<file path="src/rtl/pipe_hold_ctrl_if.sv">
// Request/response bundle between the pipeline stages and pipe_hold_ctrl.
// master = stage side driving requests, slave = the sequencer.
interface pipe_hold_ctrl_if #(
    parameter int ADDR_WIDTH = 32
);
    logic                  id_stall_req_i;
    logic                  ex_stall_req_i;
    logic                  mem_stall_req_i;
    logic                  jump_req_i;
    logic [ADDR_WIDTH-1:0] jump_addr_i;
    logic                  irq_req_i;
    logic [ADDR_WIDTH-1:0] irq_addr_i;
    logic [4:0]            hold_o;
    logic [4:0]            flush_o;
    logic                  pc_load_o;
    logic [ADDR_WIDTH-1:0] pc_load_addr_o;
    logic [1:0]            state_o;
    logic                  timeout_o;

    modport master (
        output id_stall_req_i, ex_stall_req_i, mem_stall_req_i,
        output jump_req_i, jump_addr_i, irq_req_i, irq_addr_i,
        input  hold_o, flush_o, pc_load_o, pc_load_addr_o, state_o, timeout_o
    );

    modport slave (
        input  id_stall_req_i, ex_stall_req_i, mem_stall_req_i,
        input  jump_req_i, jump_addr_i, irq_req_i, irq_addr_i,
        output hold_o, flush_o, pc_load_o, pc_load_addr_o, state_o, timeout_o
    );
endinterface

</file>
<file path="src/rtl/pipe_hold_ctrl.sv">
// Pipeline hold/flush sequencer with deferred redirects for the 5-stage core.
// Optional bus-stall watchdog enabled by defining PIPE_HOLD_CTRL_TIMEOUT_EN.
module pipe_hold_ctrl #(
    parameter int ADDR_WIDTH     = 32,
    parameter int TIMEOUT_CYCLES = 256
) (
    input  logic           clk,
    input  logic           rst,
    pipe_hold_ctrl_if.slave bus
);
    typedef enum logic [1:0] {
        RUN   = 2'd0,
        STALL = 2'd1,
        JPEND = 2'd2
    } state_t;

    state_t                state_q, state_d;
    logic                  pend_valid_q, pend_valid_d;
    logic                  pend_irq_q, pend_irq_d;
    logic [ADDR_WIDTH-1:0] pend_addr_q, pend_addr_d;

    logic [4:0]            hold, flush;
    logic                  pc_load;
    logic [ADDR_WIDTH-1:0] pc_load_addr;
    logic                  stall_hi;

    assign stall_hi = bus.mem_stall_req_i | bus.ex_stall_req_i;

    always_ff @(posedge clk) begin
        if (rst) begin
            state_q      <= RUN;
            pend_valid_q <= 1'b0;
            pend_irq_q   <= 1'b0;
            pend_addr_q  <= '0;
        end else begin
            state_q      <= state_d;
            pend_valid_q <= pend_valid_d;
            pend_irq_q   <= pend_irq_d;
            pend_addr_q  <= pend_addr_d;
        end
    end

    always_comb begin
        state_d      = state_q;
        pend_valid_d = pend_valid_q;
        pend_irq_d   = pend_irq_q;
        pend_addr_d  = pend_addr_q;
        hold         = 5'b00000;
        flush        = 5'b00000;
        pc_load      = 1'b0;
        pc_load_addr = '0;

        if (stall_hi) begin
            hold  = bus.mem_stall_req_i ? 5'b01111 : 5'b00111;
            flush = bus.mem_stall_req_i ? 5'b10000 : 5'b01000;
            // A pending irq must survive a later jump; a new irq always wins.
            if (bus.irq_req_i) begin
                pend_valid_d = 1'b1;
                pend_irq_d   = 1'b1;
                pend_addr_d  = bus.irq_addr_i;
            end else if (bus.jump_req_i && !(pend_valid_q && pend_irq_q)) begin
                pend_valid_d = 1'b1;
                pend_irq_d   = 1'b0;
                pend_addr_d  = bus.jump_addr_i;
            end
            state_d = pend_valid_d ? JPEND : STALL;
        end else if (bus.irq_req_i || pend_valid_q || bus.jump_req_i) begin
            pc_load      = 1'b1;
            flush        = 5'b00110;
            pc_load_addr = bus.irq_req_i ? bus.irq_addr_i :
                           pend_valid_q  ? pend_addr_q    : bus.jump_addr_i;
            pend_valid_d = 1'b0;
            pend_irq_d   = 1'b0;
            state_d      = RUN;
        end else if (bus.id_stall_req_i) begin
            hold    = 5'b00011;
            flush   = 5'b00100;
            state_d = STALL;
        end else begin
            state_d = RUN;
        end

        if (rst) begin
            hold         = 5'b00000;
            flush        = 5'b00000;
            pc_load      = 1'b0;
            pc_load_addr = '0;
        end
    end

    assign bus.hold_o         = hold;
    assign bus.flush_o        = flush;
    assign bus.pc_load_o      = pc_load;
    assign bus.pc_load_addr_o = pc_load_addr;
    assign bus.state_o        = rst ? 2'd0 : state_q;

`ifdef PIPE_HOLD_CTRL_TIMEOUT_EN
    localparam logic [15:0] WD_LAST = 16'(TIMEOUT_CYCLES - 1);

    logic [15:0] wd_cnt_q;
    logic        wd_fire;

    assign wd_fire = bus.mem_stall_req_i && (wd_cnt_q == WD_LAST);

    always_ff @(posedge clk) begin
        if (rst || !bus.mem_stall_req_i || wd_fire) begin
            wd_cnt_q <= 16'd0;
        end else begin
            wd_cnt_q <= wd_cnt_q + 16'd1;
        end
    end

    assign bus.timeout_o = wd_fire && !rst;
`else
    // Constant 0; the comparison only keeps TIMEOUT_CYCLES referenced.
    assign bus.timeout_o = (TIMEOUT_CYCLES < 0);
`endif
endmodule

</file>
<file path="src/flat_wrapper.sv">
// flat-port wrapper written by rule: the top's interface ports become plain ports
module pipe_hold_ctrl_flat 
#(
    parameter int ADDR_WIDTH     = 32,
    parameter int TIMEOUT_CYCLES = 256
)
  (clk, rst, bus_id_stall_req_i, bus_ex_stall_req_i, bus_mem_stall_req_i, bus_jump_req_i, bus_jump_addr_i, bus_irq_req_i, bus_irq_addr_i, bus_hold_o, bus_flush_o, bus_pc_load_o, bus_pc_load_addr_o, bus_state_o, bus_timeout_o);
  pipe_hold_ctrl_if #(.ADDR_WIDTH(ADDR_WIDTH)) bus_i ();
  input  logic clk;
  input  logic rst;
  input wire logic [$bits(bus_i.id_stall_req_i)-1:0] bus_id_stall_req_i;
  input wire logic [$bits(bus_i.ex_stall_req_i)-1:0] bus_ex_stall_req_i;
  input wire logic [$bits(bus_i.mem_stall_req_i)-1:0] bus_mem_stall_req_i;
  input wire logic [$bits(bus_i.jump_req_i)-1:0] bus_jump_req_i;
  input wire logic [$bits(bus_i.jump_addr_i)-1:0] bus_jump_addr_i;
  input wire logic [$bits(bus_i.irq_req_i)-1:0] bus_irq_req_i;
  input wire logic [$bits(bus_i.irq_addr_i)-1:0] bus_irq_addr_i;
  output wire logic [$bits(bus_i.hold_o)-1:0] bus_hold_o;
  output wire logic [$bits(bus_i.flush_o)-1:0] bus_flush_o;
  output wire logic [$bits(bus_i.pc_load_o)-1:0] bus_pc_load_o;
  output wire logic [$bits(bus_i.pc_load_addr_o)-1:0] bus_pc_load_addr_o;
  output wire logic [$bits(bus_i.state_o)-1:0] bus_state_o;
  output wire logic [$bits(bus_i.timeout_o)-1:0] bus_timeout_o;
  assign bus_i.id_stall_req_i = bus_id_stall_req_i;
  assign bus_i.ex_stall_req_i = bus_ex_stall_req_i;
  assign bus_i.mem_stall_req_i = bus_mem_stall_req_i;
  assign bus_i.jump_req_i = bus_jump_req_i;
  assign bus_i.jump_addr_i = bus_jump_addr_i;
  assign bus_i.irq_req_i = bus_irq_req_i;
  assign bus_i.irq_addr_i = bus_irq_addr_i;
  assign bus_hold_o = bus_i.hold_o;
  assign bus_flush_o = bus_i.flush_o;
  assign bus_pc_load_o = bus_i.pc_load_o;
  assign bus_pc_load_addr_o = bus_i.pc_load_addr_o;
  assign bus_state_o = bus_i.state_o;
  assign bus_timeout_o = bus_i.timeout_o;
  pipe_hold_ctrl #(.ADDR_WIDTH(ADDR_WIDTH), .TIMEOUT_CYCLES(TIMEOUT_CYCLES)) u_core (.clk(clk), .rst(rst), .bus(bus_i));
endmodule
</file>
<file path="config.mk">
export PLATFORM = sky130hd
export DESIGN_NAME = pipe_hold_ctrl_flat
export DESIGN_NICKNAME = d
export VERILOG_FILES = /design/src/rtl/pipe_hold_ctrl_if.sv /design/src/rtl/pipe_hold_ctrl.sv /design/src/flat_wrapper.sv
export SDC_FILE = /design/constraint.sdc
export NUM_CORES = 1
export LEC_CHECK = 0
export ABC_AREA = 1
export CORE_MARGIN = 2
export CORE_UTILIZATION = 40
export CTS_CLUSTER_DIAMETER = 150
export DETAILED_ROUTE_END_ITERATION = 10
export PLACE_DENSITY_LB_ADDON = 0.1
export SETUP_SLACK_MARGIN = 0.4
export SKIP_LAST_GASP = 1
export SYNTH_ARGS = -nofsm -noshare
export SYNTH_HDL_FRONTEND = slang
export SYNTH_SLANG_ARGS = --single-unit
</file>
<file path="constraint.sdc">
create_clock -name clk -period 1.7 [get_ports clk]
set_input_delay 0.51 -clock clk [delete_from_list [all_inputs] [get_ports clk]]
set_output_delay 0.51 -clock clk [all_outputs]
set_load 0.005 [all_outputs]
</file>
==> results.yml <==
timing:
  period_share_pct: 120.1
  min_period_ns: 2.042
  finClkSkew_ns: 0.006442
  fmax_ghz: 0.4897
  final_max_slew_viol_count: 0
  finalHoldWorstSlack_ns: 0.4846
  setup_tns_ns: -10.12
  hold_viol_final: 0
  rsz0062_at_grt: "true"
  fin_ws_ns: -0.3420
  setup_viol: 38
synth:
  synth_simple_gate_area_share_pct: 38.23
  ys_ff_latch: 36
  synth_fa_ha_area_share_pct: 0
  yosys.cell_types.count: 23
  yosys.area.top_type: "dfxtp_1"
  synthTopCellsByArea: "dfxtp_1 (24%), nor2_1 (19%), inv_1 (8.6%)"
  synth-xor-area-share_pct: 0
  yosysTopAreaCellShare_pct: 23.99
  ys_async_sr_fraction_pct: 0
  synth_mux_area_share_pct: 0
  yosysWarnings: 0
  synth_edf_count: 0
  syn_area_sq_um: 3004
  syn_avg_cell_area_sq_um: 5.679
  synth_top_family_by_area: "simple AND/OR/NAND/NOR gates"
  synth_compound_area_share_pct: 19.49
  seq_area_frac_synth_pct: 23.99
  synth_cells: 529
  synth_top_flop_cell: "dfxtp_1"
layout:
  layout_common_cells: "nor2_1 (133), nand2_1 (66), inv_1 (66)"
  seq_area_sq_um: 724.4
  num-nets-final: 752
  diodes: 0
  nFillCells: 675
  multi_input_area_sq_um: 1953
  drive_above_1_share_pct: 26.25
  fin_cells: 781
  final_common_cell: "nor2_1"
  area_growth_pct: 67.68
power_and_ir_drop:
  fin_total_pwr_w: 0.002667
  p_leak_nw: 2.684
  p_sw_share_pct: 32.05
  peakVddDrop_mv: 0.3401
  p_per_area_nw_per_um2: 529.4
  p_sw_w: 0.0008547
  pwr-share-seq_pct: 36.0
  p_clk_share_pct: 23.4
  power_frac_comb_pct: 40.6
  p_int_w: 0.001812
clock_network:
  cts.sinks: 36
  cts_tree: "built"
  clk_path_buf_depth: 2
  htreeDepth: 2
  clk_latency_ns: 0.28
  clock-root-buffer: "clkbuf_8"
  holdBufCountCts: 0
  cts_buffers: 5
  path_clk_slew_ns: 0.07
detailed_routing:
  first_iter_violations: 160
  num_vias: 3771
  drt_first_pass_iters: 4
  via_per_inst: 4.828
  ant_nets: 0
  drcViolationCount: 0
  wl_per_cell_um: 13.51
  wirelength_mm: 10.55
global_route:
  grtUsageTotal_pct: 23.83
  grt_max_degree: 65
  grt_pass1_vias: 3549
  grt_pass1_wl_mm: 16.42
  overflow: 0
  antenna_found_initial: 0
critical_path:
  arrival_ns: 1.53
  startpoint: "bus_jump_req_i"
  reg2reg_slack_ns: 0.28
  r2r-start: "u_core.pend_valid_q"
  setup.worst_path.class: "in -> out"
  end_kind: "output pin"
  worst_setup_path_start_kind: "input pin"
  worstPathMaxFanout: 6
  worstRegToRegCells: 7
  worstPathRequired_ns: 1.19
  r2r-end: "u_core.pend_addr_q[12]"
  endpoint: "bus_pc_load_addr_o[26]"
placed_design:
  gp_congestion: 0.7843
  placed_cells: 739
  pre_cts_ws_ns: -0.9840
  hpwlAfterDp_mm: 6.228
  port_buffers: 113
status:
  violations: "setup timing"
  outcome: "finished with violations"
floorplanning:
  dieArea_sq_um: 8219
  core_area_sq_um: 7253
  start_util_pct: 41.42
  row_count: 31
  io_pins: 117
  die_h_um: 90.66
  die_width_um: 90.66
run:
  cap_viol_max_count: 0
hold_path:
  hp-class: "reg -> reg"
cells by family after synthesis:
family | Yosys count
other | 1
AND/OR/NAND/NOR | 275
buffers and inverters | 116
flip-flops | 36
AO/OA/AOI/OAI | 101
metrics by stage:
stage / util (%) / instance area (sq um)
4_1_cts: 66.84 / 4848
3_5_place_dp: 61.81 / 4483
3_3_place_gp: 61.81 / 4483
6_report: 69.45 / 5037
5_1_grt: 69.45 / 5037
2_1_floorplan: - / 3157
power by group through the flow:
stage          Clock (W)  Combinational (W)  Sequential (W)
6_report        0.000623            0.00108        0.000961
3_3_place_gp           0           0.000912        0.000973
4_1_cts         0.000636            0.00102        0.000958
5_1_grt         0.000674            0.00119        0.000968
2_1_floorplan          0           0.000554        0.000968
3_5_place_dp           0           0.000928        0.000976
synthesized netlist by cell type, types with 8 or more instances:
cell	count
clkbuf_1	8
nand3_1	32
buf_2	16
nor2_1	152
a21oi_1	35
inv_1	69
nand2_1	69
o21ai_0	34
dfxtp_1	36
buf_4	9
nor2_2	15
o21a_1	32
worst max-delay path: stages:
cell and delay (ns):
buf_2 0.13, nor2_4 0.15, nand2_4 0.08, inv_4 0.08, nor2_8 0.04, inv_6 0.09, buf_12 0.14, buf_8 0.14
nor2_4 0.04, buf_2 0.11
sequential cells by signal, summed over array words and instances, names as in the netlist:
| register | flops |
|---|---|
| u_core.pend_irq_q | 1 |
| u_core.pend_valid_q | 1 |
| u_core.pend_addr_q | 32 |
| u_core.state_q | 2 |
per-layer routing:
| metal | up-vias | track usage [%] | part of all wire (%) |
|---|---|---|---|
| met3 | 8 | 4.090 | 5.4 |
| met1 | 1725 | 30.12 | 44 |
| met5 | - | 0 | 0 |
| met2 | 111 | 42.54 | 50 |
| li1 | 1927 | - | - |
| met4 | 0 | 4.615 | 1.0 |
repair_timing:
action,4_1_cts,5_1_grt
pin swaps,35,9
gates resized for setup,280,27
endpoints found under the setup margin,77,75
hold endpoints to repair,0,0
cloned,4,3
setup buffers,22,5
worst min path at each step:
stage | to | depth (start not counted) | slack [ns] | from
final | u_core.pend_irq_q | 2 | 0.48 | u_core.pend_irq_q
after global routing | u_core.pend_addr_q[17] | 2 | 0.51 | u_core.pend_addr_q[17]
after CTS | u_core.pend_irq_q | 2 | 0.48 | u_core.pend_irq_q
after detailed placement | u_core.pend_addr_q[1] | 2 | 0.47 | u_core.pend_addr_q[1]
after global placement | u_core.pend_irq_q | 2 | 0.45 | u_core.pend_irq_q
after floorplan | u_core.pend_irq_q | 2 | 0.45 | u_core.pend_irq_q
layout make-up:
| cell class | count | area share (%) |
|---|---|---|
| multi-input cells | 379 | 38.77 |
| repair buffers | 185 | 36.64 |
| flip-flops and latches | 36 | 14.38 |
| inverters | 74 | 5.961 |
| well taps | 99 | 2.459 |
| clock buffers | 8 | 1.788 |
No activity file was read; power rests on OpenSTA's default activity.
